$ cat config.mk
export PLATFORM = sky130hd
export DESIGN_NAME = dma_axi_rd_burst
export DESIGN_NICKNAME = d
export VERILOG_FILES = /design/src/rtl/dma_axi_rd_burst.sv
export SDC_FILE = /design/constraint.sdc
export NUM_CORES = 1
export LEC_CHECK = 0
export BUFFER_PORTS_ARGS = -buffer_cell sky130_fd_sc_hd__buf_2
export CAP_MARGIN = 20
export CORE_MARGIN = 2
export CORE_UTILIZATION = 55
export DETAILED_ROUTE_END_ITERATION = 10
export PLACE_DENSITY_LB_ADDON = 0.08
export RECOVER_POWER = 25
export SYNTH_ARGS = -nofsm -noshare
export SYNTH_HDL_FRONTEND = slang
export SYNTH_SLANG_ARGS = --single-unit
$ cat constraint.sdc
create_clock -name clk -period 6.2 [get_ports clk]
set_input_delay 0.93 -clock clk [delete_from_list [all_inputs] [get_ports clk]]
set_output_delay 0.93 -clock clk [all_outputs]
set_load 0.01 [all_outputs]
$ cat src/rtl/dma_axi_rd_burst.sv
// dma_axi_rd_burst: single-descriptor AXI4 read DMA engine.
// A descriptor (start address and word count) is split into INCR bursts of at
// most MAX_BURST beats, issued one at a time. Returned data is passed through
// to a valid/ready stream with no added latency. Protocol faults (early or
// missing rlast, SLVERR/DECERR) set a sticky error flag.
// Optional feature: define DMA_AXI_RD_4K_SPLIT_EN to also cut bursts so that
// none of them crosses a 4 KB address boundary.
module dma_axi_rd_burst #(
  parameter int ADDR_W    = 32,
  parameter int DATA_W    = 32,
  parameter int LEN_W     = 8,
  parameter int CNT_W     = 16,
  parameter int MAX_BURST = 16
) (
  input  logic              clk,
  input  logic              rst,
  // descriptor and status
  input  logic              start,
  input  logic [ADDR_W-1:0] start_addr,
  input  logic [CNT_W-1:0]  xfer_len,
  output logic              busy,
  output logic              done,
  output logic              error,
  // data stream
  output logic              m_valid,
  input  logic              m_ready,
  output logic [DATA_W-1:0] m_data,
  output logic              m_last,
  // AXI read address channel
  output logic [3:0]        m_axi_arid,
  output logic [ADDR_W-1:0] m_axi_araddr,
  output logic [LEN_W-1:0]  m_axi_arlen,
  output logic [2:0]        m_axi_arsize,
  output logic [1:0]        m_axi_arburst,
  output logic              m_axi_arlock,
  output logic [3:0]        m_axi_arcache,
  output logic [2:0]        m_axi_arprot,
  output logic [3:0]        m_axi_arqos,
  output logic              m_axi_arvalid,
  input  logic              m_axi_arready,
  // AXI read data channel
  input  logic [DATA_W-1:0] m_axi_rdata,
  input  logic [1:0]        m_axi_rresp,
  input  logic              m_axi_rlast,
  input  logic              m_axi_rvalid,
  output logic              m_axi_rready
);

  localparam int BYTES = DATA_W / 8;
  localparam int SIZE  = $clog2(BYTES);
  localparam int BW    = LEN_W + 1;

  localparam logic [1:0] S_IDLE = 2'd0;
  localparam logic [1:0] S_ADDR = 2'd1;
  localparam logic [1:0] S_DATA = 2'd2;
  localparam logic [1:0] S_DONE = 2'd3;

  logic [1:0]        state_reg;
  logic [ADDR_W-1:0] cur_addr_reg;
  logic [CNT_W-1:0]  words_left_reg;
  logic [BW-1:0]     beat_cnt_reg;
  logic [BW-1:0]     beats_reg;
  logic [LEN_W-1:0]  arlen_reg;
  logic              arvalid_reg;
  logic              error_reg;
  logic              drain_reg;

  logic [BW-1:0]     beats_c;
  logic              in_data;
  logic              r_fire;
  logic              at_end;
  logic              unused_rresp0;

  // Only bit 1 of rresp distinguishes a failing response.
  assign unused_rresp0 = m_axi_rresp[0];

`ifdef DMA_AXI_RD_4K_SPLIT_EN
  logic [12:0] bound_bytes;
  logic [12:0] bound_words;
  assign bound_bytes = 13'h1000 - {1'b0, cur_addr_reg[11:0]};
  assign bound_words = bound_bytes >> SIZE;
`endif

  // Size of the next burst: remaining words, capped by MAX_BURST (and 4 KB).
  always_comb begin
    beats_c = BW'(MAX_BURST);
    if (words_left_reg < CNT_W'(MAX_BURST)) begin
      beats_c = words_left_reg[BW-1:0];
    end
`ifdef DMA_AXI_RD_4K_SPLIT_EN
    if (32'(bound_words) < 32'(beats_c)) begin
      beats_c = BW'(bound_words);
    end
`endif
  end

  assign in_data = (state_reg == S_DATA);
  assign at_end  = (beat_cnt_reg == {1'b0, arlen_reg});
  // While draining a burst that overran its length, beats are swallowed.
  assign m_axi_rready = in_data && (drain_reg || m_ready);
  assign r_fire       = m_axi_rvalid && m_axi_rready;

  assign m_valid = in_data && !drain_reg && m_axi_rvalid;
  assign m_data  = m_axi_rdata;
  assign m_last  = m_valid && (words_left_reg == '0) && at_end;

  assign busy  = (state_reg == S_ADDR) || (state_reg == S_DATA);
  assign done  = (state_reg == S_DONE);
  assign error = error_reg;

  assign m_axi_arid    = 4'd0;
  assign m_axi_araddr  = cur_addr_reg;
  assign m_axi_arlen   = arlen_reg;
  assign m_axi_arsize  = 3'(SIZE);
  assign m_axi_arburst = 2'b01;
  assign m_axi_arlock  = 1'b0;
  assign m_axi_arcache = 4'd2;
  assign m_axi_arprot  = 3'b010;
  assign m_axi_arqos   = 4'd0;
  assign m_axi_arvalid = arvalid_reg;

  // Descriptor acceptance, burst sequencing and R-channel beat tracking.
  always_ff @(posedge clk or posedge rst) begin
    if (rst) begin
      state_reg      <= S_IDLE;
      cur_addr_reg   <= '0;
      words_left_reg <= '0;
      beat_cnt_reg   <= '0;
      beats_reg      <= '0;
      arlen_reg      <= '0;
      arvalid_reg    <= 1'b0;
      error_reg      <= 1'b0;
      drain_reg      <= 1'b0;
    end else begin
      case (state_reg)
        S_IDLE, S_DONE: begin
          state_reg <= S_IDLE;
          if (start) begin
            error_reg      <= 1'b0;
            cur_addr_reg   <= start_addr;
            words_left_reg <= xfer_len;
            state_reg      <= (xfer_len != '0) ? S_ADDR : S_DONE;
          end
        end
        S_ADDR: begin
          if (!arvalid_reg) begin
            // First cycle in ADDR: freeze the burst shape and raise arvalid.
            arvalid_reg <= 1'b1;
            beats_reg   <= beats_c;
            arlen_reg   <= LEN_W'(beats_c - BW'(1));
          end else if (m_axi_arready) begin
            arvalid_reg    <= 1'b0;
            cur_addr_reg   <= cur_addr_reg + (ADDR_W'(beats_reg) << SIZE);
            words_left_reg <= words_left_reg - CNT_W'(beats_reg);
            beat_cnt_reg   <= '0;
            drain_reg      <= 1'b0;
            state_reg      <= S_DATA;
          end
        end
        S_DATA: begin
          if (r_fire) begin
            if (m_axi_rresp[1]) begin
              error_reg <= 1'b1;
            end
            if (drain_reg) begin
              if (m_axi_rlast) begin
                drain_reg <= 1'b0;
                state_reg <= (words_left_reg != '0) ? S_ADDR : S_DONE;
              end
            end else if (m_axi_rlast) begin
              if (at_end) begin
                state_reg <= (words_left_reg != '0) ? S_ADDR : S_DONE;
              end else begin
                // Short burst: the rest of the descriptor is abandoned.
                error_reg <= 1'b1;
                state_reg <= S_DONE;
              end
            end else if (at_end) begin
              // Expected last beat came without rlast: swallow until it shows.
              error_reg <= 1'b1;
              drain_reg <= 1'b1;
            end else begin
              beat_cnt_reg <= beat_cnt_reg + BW'(1);
            end
          end
        end
        default: state_reg <= S_IDLE;
      endcase
    end
  end

endmodule

==> metrics.yaml, run 1 <==
run_status:
  run_status: "finished, violations left"
  failed_checks: "capacitance limit, slew limit"
timing:
  maxClockFrequency_ghz: 0.308
  finalHoldViolCount: 0
  worst_pin_slew_ns: 2.12
  finalCritPeriodShare: 0.524
  setup_total_negative_slack_ns: 0
  setup_violations: 0
  timing_max_transition_violations_final: 35
  final.setup.worst_slack_ns: 2.95
  finalClockSkew_ns: 0.00753
  post-route-min-period_ns: 3.25
  rsz0062_at_grt: "no"
  slew-limit-headroom: -0.412
clocking:
  clockRootBuffer: "sky130_fd_sc_hd__clkbuf_8"
  postCtsSetupBuffers: 0
  clk_pin_slew_worst_paths_ns: 0.08
  cts_tree: "done"
  numCtsBuffers: 9
  worstSkewPairLatency_ns: 0.36
  ctsHtreeMaxLevel: 3
  ctsHoldBuffers: 0
  cts_buffer_depth: 2
  post_cts.resized_instances: 0
  number_of_sinks_handled_by_clock_tree_synthesis: 79
critical_path:
  critical-path-max-stage-delay_ns: 0.43
  slowest_stage: "sky130_fd_sc_hd__dfrtp_1"
  critical_path_required_ns: 5.27
  endpoint_kind: "output pin"
  worstPathBufferInverterCount: 1
  cpLargestDelayFamily: "simple AND/OR/NAND/NOR gates"
  worst_r2r_startpoint: "state_reg[1]"
  timing.critical_path.from_type: "flop"
  timing.reg2reg.setup_slack_ns: 3.12
  cp_cell_sequence: "nor4_1 > nor2b_1 > and3_1 > nand3b_1 > nor2_1 > buf_2"
  ff2ff_path_depth: 10
  arrival_ns: 2.32
  worst_r2r_endpoint: "m_axi_araddr[31]"
  timing_worst_setup_path_type: "flop to output pin"
  critical_path_cell_count: 6
  critical_path_peak_fanout: 9
finish:
  insertedDiodeCount: 0
  final_layout_size_suffix_gt1_frac: 0.193
  mostFrequentLayoutCells: "102 x sky130_fd_sc_hd__buf_2, 81 x sky130_fd_sc_hd__nand2_1, 79 x sky130_fd_sc_hd__dfrtp_1, 61 x sky130_fd_sc_hd__o21ai_0, 41 x sky130_fd_sc_hd__a21oi_1"
  final_cell_count_no_fill: 849
  postLayoutCoreUtil: 0.619
  layout.nets: 825
  mostFrequentLayoutCell: "sky130_fd_sc_hd__buf_2"
  largest_register_ffs: 32
  flow.area_growth_from_synthesis_pct: 9.09
floorplan:
  chipHeight_um: 105
  design.die.area_mm2: 0.0110
  core_area_mm2: 0.00982
  chipWidth_um: 105
  row_count: 36
  num_io_pins: 189
  start_util: 0.568
power_and_ir_drop:
  power_leakage_nw: 2.82
  p_per_area_mw_per_mm2: 481
  finalPower_mw: 2.93
  vdd_drop_max_mv: 0.263
synthesis:
  ys_top_cells_by_area: "sky130_fd_sc_hd__dfrtp_1 35%, sky130_fd_sc_hd__buf_4 7.1%, sky130_fd_sc_hd__o21ai_0 5.5%"
  synth_edf_count: 0
  ys_seq_elements: 79
  synth_sequential_area_ratio: 0.355
  synth_area_per_cell_um2: 8.50
  synthesis.area_mm2: 0.00558
  yosys_warnings: 0
  async_flop_share: 1.00
  synth_top_area_frac: 0.355
  synthDominantAreaCellType: "sky130_fd_sc_hd__dfrtp_1"
  yosysUniqueCellTypes: 66
  synth-main-ff-cell: "sky130_fd_sc_hd__dfrtp_1"
  postSynthCellCount: 656
global_route:
  grt_use_total: 0.237
  grt_start_max_net_pins: 80
  globalRouteOverflowTotal: 0
  initial_antenna_violation_count: 0
  via_count_of_the_first_global_routing_pass: 4472
  grt_first_pass_wirelength_mm: 21.4
worst_hold_path:
  hold_path_depth: 2
  worst_min_path_start: "m_axi_araddr[0]"
  min_path_type: "flop to flop"
  hold_path_end: "m_axi_araddr[0]"
drt:
  wire_per_inst_um: 15.1
  drt_pass1_iterations: 4
  drc: 0
  first_iter_violations: 238
  ant_nets: 0
  via_count: 4826
  vias_per_cell: 5.68
  drt_wl_total_mm: 12.8
placed_design:
  finalWeightedCongestion: 0.895
  portBuffers: 102
  post-place-ws_ns: 3.18
  hpwl_after_detailed_placement_mm: 9.08
  inst_count_dp: 832
flow_run:
  cap_violations: 1
## worst register-to-register path, cell delays in order, from the launching register on
cell and delay (ns):
sky130_fd_sc_hd__dfrtp_1 0.43, sky130_fd_sc_hd__inv_1 0.08, sky130_fd_sc_hd__ha_2 0.17, sky130_fd_sc_hd__buf_4 0.65, sky130_fd_sc_hd__nand2_1 0.24, sky130_fd_sc_hd__a21oi_4 0.19, sky130_fd_sc_hd__buf_4 0.47, sky130_fd_sc_hd__nand2_1 0.12
sky130_fd_sc_hd__nor4_1 0.35, sky130_fd_sc_hd__and3_1 0.21, sky130_fd_sc_hd__nor3_1 0.04
## cells in the mapped netlist, types with 6 or more instances
master                      n
sky130_fd_sc_hd__a21o_1     7
sky130_fd_sc_hd__a21oi_1   42
sky130_fd_sc_hd__a31oi_1    8
sky130_fd_sc_hd__and2_1     6
sky130_fd_sc_hd__and3_1     6
sky130_fd_sc_hd__buf_2      8
sky130_fd_sc_hd__buf_4     53
sky130_fd_sc_hd__clkbuf_1  18
sky130_fd_sc_hd__dfrtp_1   79
sky130_fd_sc_hd__ha_1      23
sky130_fd_sc_hd__inv_1     29
sky130_fd_sc_hd__mux2i_1   27
sky130_fd_sc_hd__nand2_1   81
sky130_fd_sc_hd__nand3_1   20
sky130_fd_sc_hd__nand4_1   11
sky130_fd_sc_hd__nor2_1    29
sky130_fd_sc_hd__nor3_1    11
sky130_fd_sc_hd__nor4_1     8
sky130_fd_sc_hd__o21ai_0   61
sky130_fd_sc_hd__o22ai_1   25
sky130_fd_sc_hd__o31ai_1    8
sky130_fd_sc_hd__xnor2_1   17
## worst max path at each step
stage / slack (ns) / start / to
final: 2.95 / words_left_reg[10] / m_last
after global routing: 2.71 / words_left_reg[10] / m_last
after CTS: 2.95 / words_left_reg[10] / m_last
after detailed placement: 3.18 / state_reg[1] / m_axi_araddr[31]
after global placement: 3.25 / state_reg[1] / m_axi_araddr[31]
after floorplan: 3.25 / rst / beat_cnt_reg[0]
## area by class of cell
| type | instances | area [µm²] |
|---|---|---|
| multi-input cells | 485 | 3060 |
| fillers | 918 | 3740 |
| clock inverters | 4 | 53.8 |
| clock buffers | 12 | 155 |
| inverters | 29 | 109 |
| flip-flops and latches | 79 | 1980 |
| repair buffers | 107 | 564 |
| well taps | 133 | 166 |
## stage by stage
step	area [µm²]	hold WS, ns
finish	6080	0.480
global route	6080	0.503
CTS	6060	0.483
detailed placement	5850	0.463
global placement	5850	0.459
floorplan	5650	0.436
## metal layers
layer  GRT usage  vias up  share of wire
li1            -     2387              -
met1       0.329     2282           0.46
met2       0.374      131           0.47
met3      0.0437       26          0.061
met4      0.0781        0          0.015
met5           0        -              0
## logic make-up (layout without fill, tap and decap cells)
logic type,count (synthesis),count (layout),synth area share
other cells,2,21,0.00135
buf+inv,111,152,0.112
fa+ha+maj,25,25,0.0588
flops,79,79,0.355
compound gates,186,186,0.206
mux,29,29,0.0525
xor+xnor,19,19,0.0298
simple gates,205,205,0.185
## where the power goes
part / total (mW) / switching (mW) / leakage (nW) / internal, mW
Combinational: 1.57 / 0.919 / 1.75 / 0.647
Sequential: 0.952 / 0.234 / 0.970 / 0.718
Clock: 0.408 / 0.199 / 0.0988 / 0.209
Total: 2.93 / 1.35 / 2.82 / 1.57
(Power assumes the default switching activity.)
==> inputs of run 2 (changes only) <==
CORE_UTILIZATION = 47   (was 55)
clock period = 2.63 ns   (was 6.2 ns; I/O delays follow)
==> run 2 against run 1 <==
Effect of this change: the run ends with DRC left; via count is 0.29% higher; wire length is 6.5% higher; global-route usage is 1.5 points lower; die area is 16% higher; combinational power grew to 2.5 times the previous value; first-iteration DRC count is 7.6% higher; register-to-register slack worse by 3.0 ns; largest cell class unchanged.
==> metrics.yaml, run 2 (synthesized netlist as in run 1, its figures left out) <==
finish:
  largest_register_ffs: 32  # unchanged
  finish.instance_area_mm2: 0.00640  # was 0.00608 mm²
  flow.area_growth_from_synthesis_pct: 14.8  # was 9.09%
  layout.nets: 842  # was 825
  insertedDiodeCount: 0  # unchanged
  postLayoutCoreUtil: 0.556  # was 0.619
  mostFrequentLayoutCell: "sky130_fd_sc_hd__buf_2"  # unchanged
  mostFrequentLayoutCells: "103 x sky130_fd_sc_hd__buf_2, 80 x sky130_fd_sc_hd__nand2_1, 79 x sky130_fd_sc_hd__dfrtp_1, 59 x sky130_fd_sc_hd__o21ai_0, 41 x sky130_fd_sc_hd__a21oi_1"  # was 102 x sky130_fd_sc_hd__buf_2, 81 x sky130_fd_sc_hd__nand2_1, 79 x sky130_fd_sc_hd__dfrtp_1, 61 x sky130_fd_sc_hd__o21ai_0, 41 x sky130_fd_sc_hd__a21oi_1
  final_cell_count_no_fill: 876  # was 849
  final_layout_size_suffix_gt1_frac: 0.225  # was 0.193
power_and_ir_drop:
  clockPowerShare: 0.187  # was 0.140
  p_comb_frac: 0.520  # was 0.535
  power_leakage_nw: 2.97  # was 2.82 nW
  vdd_drop_max_mv: 0.592  # was 0.263 mV
  finalPower_mw: 7.68  # was 2.93 mW
  switching_power_mw: 3.31  # was 1.35 mW
  p_int_mw: 4.37  # was 1.57 mW
  sequential_power_share: 0.293  # was 0.325
  p_per_area_mw_per_mm2: 1200  # was 481 mW/mm²
  power_switching_share: 0.431  # was 0.462
critical_path:
  timing_worst_setup_path_type: "flop to flop"  # was flop to output pin
  timing.critical_path.from_type: "flop"  # unchanged
  critical_path_required_ns: 2.84  # was 5.27 ns
  worst_r2r_endpoint: "m_axi_araddr[24]"  # was m_axi_araddr[31]
  worst_r2r_startpoint: "beats_reg[0]"  # was state_reg[1]
  timing.reg2reg.setup_slack_ns: 0.13  # was 3.12 ns
  endpoint_kind: "flop"  # was output pin
  arrival_ns: 2.71  # was 2.32 ns
  ff2ff_path_depth: 8  # was 10
  critical_path_peak_fanout: 4  # was 9
timing:
  final.setup.worst_slack_ns: 0.127  # was 2.95 ns
  fin_worst_hold_slack_ns: 0.295  # was 0.480 ns
  post-route-min-period_ns: 2.50
  finalClockSkew_ns: 0.00518  # was 0.00753 ns
  finalCritPeriodShare: 0.952
  rsz0062_at_grt: "yes"  # was no
  setup_violations: 0  # unchanged
  worst_pin_slew_ns: 1.24  # was 2.12 ns
  setup_total_negative_slack_ns: 0  # unchanged
  maxClockFrequency_ghz: 0.400
  slew-limit-headroom: 0.166  # was -0.412
  finalHoldViolCount: 0  # unchanged
  timing_max_transition_violations_final: 0  # was 35
drt:
  drt_pass1_iterations: 9  # was 4
  via_count: 4840  # was 4826
  drt_wl_total_mm: 13.7  # was 12.8 mm
  first_iter_violations: 256  # was 238
  drc: 9  # was 0
  ant_nets: 0  # unchanged
  wire_per_inst_um: 15.6  # was 15.1 µm
  vias_per_cell: 5.53  # was 5.68
floorplan:
  num_io_pins: 189  # unchanged
  row_count: 39  # was 36
  chipHeight_um: 113  # was 105 µm
  start_util: 0.484  # was 0.568
  chipWidth_um: 113  # was 105 µm
  design.die.area_mm2: 0.0127  # was 0.0110 mm²
  core_area_mm2: 0.0115  # was 0.00982 mm²
placed_design:
  inst_count_dp: 859  # was 832
  placed_cell_area_mm2: 0.00603  # was 0.00585 mm²
  portBuffers: 102  # unchanged
  hpwl_after_detailed_placement_mm: 9.96  # was 9.08 mm
  finalWeightedCongestion: 0.881  # was 0.895
  post-place-ws_ns: 0.0736  # was 3.18 ns
global_route:
  grt_first_pass_wirelength_mm: 22.9  # was 21.4 mm
  initial_antenna_violation_count: 0  # unchanged
  grt_use_total: 0.221  # was 0.237
  globalRouteOverflowTotal: 0  # unchanged
  via_count_of_the_first_global_routing_pass: 4737  # was 4472
  grt_start_max_net_pins: 55  # was 80
clocking:
  numCtsBuffers: 9  # unchanged
  cts_buffer_depth: 2  # unchanged
  cts_tree: "done"  # unchanged
  clk_pin_slew_worst_paths_ns: 0.06  # was 0.08 ns
  ctsHtreeMaxLevel: 3  # unchanged
  clockRootBuffer: "sky130_fd_sc_hd__clkbuf_16"  # was sky130_fd_sc_hd__clkbuf_8
  worstSkewPairLatency_ns: 0.34  # was 0.36 ns
  number_of_sinks_handled_by_clock_tree_synthesis: 79  # unchanged
worst_hold_path:
  worst_min_path_start: "start_addr[1]"  # was m_axi_araddr[0]
  min_path_type: "input pin to flop"  # was flop to flop
  hold_path_end: "m_axi_araddr[1]"  # was m_axi_araddr[0]
  hold_path_depth: 3  # was 2
run_status:
  run_status: "finished, violations left"  # unchanged
  failed_checks: "DRC"  # was capacitance limit, slew limit
flow_run:
  cap_violations: 0  # was 1
-- run 2: layout make-up --
| cell class | count | area (µm²) |
|---|---|---|
| sequential | 79 | 1980 |
| tap | 143 | 179 |
| timing repair buffer | 124 | 698 |
| multi-input combinational | 485 | 3090 |
| fill | 1109 | 5110 |
| clock buffer | 14 | 284 |
| inverter | 29 | 110 |
| clock inverter | 2 | 60.1 |
-- run 2: how the worst max path moves through the flow --
| stage | endpoint | cells past startpoint | from | slack, ns |
|---|---|---|---|---|
| 2_1_floorplan | beat_cnt_reg[0] | 1 | rst | 0.21 |
| 3_3_place_gp | words_left_reg[14] | 11 | words_left_reg[0] | 0.1 |
| 3_5_place_dp | words_left_reg[8] | 12 | words_left_reg[0] | 0.07 |
| 4_1_cts | words_left_reg[14] | 11 | words_left_reg[0] | 0.03 |
| 5_1_grt | words_left_reg[8] | 12 | words_left_reg[0] | -0.02 |
| 6_report | m_axi_araddr[24] | 8 | beats_reg[0] | 0.13 |
-- run 2: per-layer routing --
layer | GRT usage | part of all wire | vias to the layer above
met3 | 0.0412 | 0.045 | 22
met1 | 0.289 | 0.46 | 2281
met2 | 0.369 | 0.48 | 112
met5 | 0 | 0 | -
met4 | 0.0813 | 0.021 | 0
li1 | - | - | 2425
-- run 2: critical path: stages (launching register included) --
cell                      delay [ns]
sky130_fd_sc_hd__dfrtp_1        0.39
sky130_fd_sc_hd__ha_1           0.25
sky130_fd_sc_hd__fa_1           0.24
sky130_fd_sc_hd__a21oi_1        0.10
sky130_fd_sc_hd__o31a_1         0.32
sky130_fd_sc_hd__o32a_4         0.43
sky130_fd_sc_hd__nor3_1         0.31
sky130_fd_sc_hd__a41o_1         0.26
sky130_fd_sc_hd__a21oi_2        0.06
-- run 2: power groups by stage --
| stage | Sequential [mW] | Combinational, mW | Clock, mW |
|---|---|---|---|
| after detailed placement | 2.25 | 3.97 | 0 |
| final | 2.25 | 3.99 | 1.44 |
| after CTS | 2.24 | 3.98 | 1.47 |
| after global routing | 2.34 | 4.49 | 1.52 |
| after floorplan | 2.29 | 2.72 | 0 |
| after global placement | 2.22 | 3.87 | 0 |
-- run 2: repair_timing --
item                                    4_1_cts  5_1_grt
pin swaps                                     0        5
hold buffers                                  0        0
endpoints found under the setup margin        1       14
resized for setup                             1       10
buffers inserted                              0        1
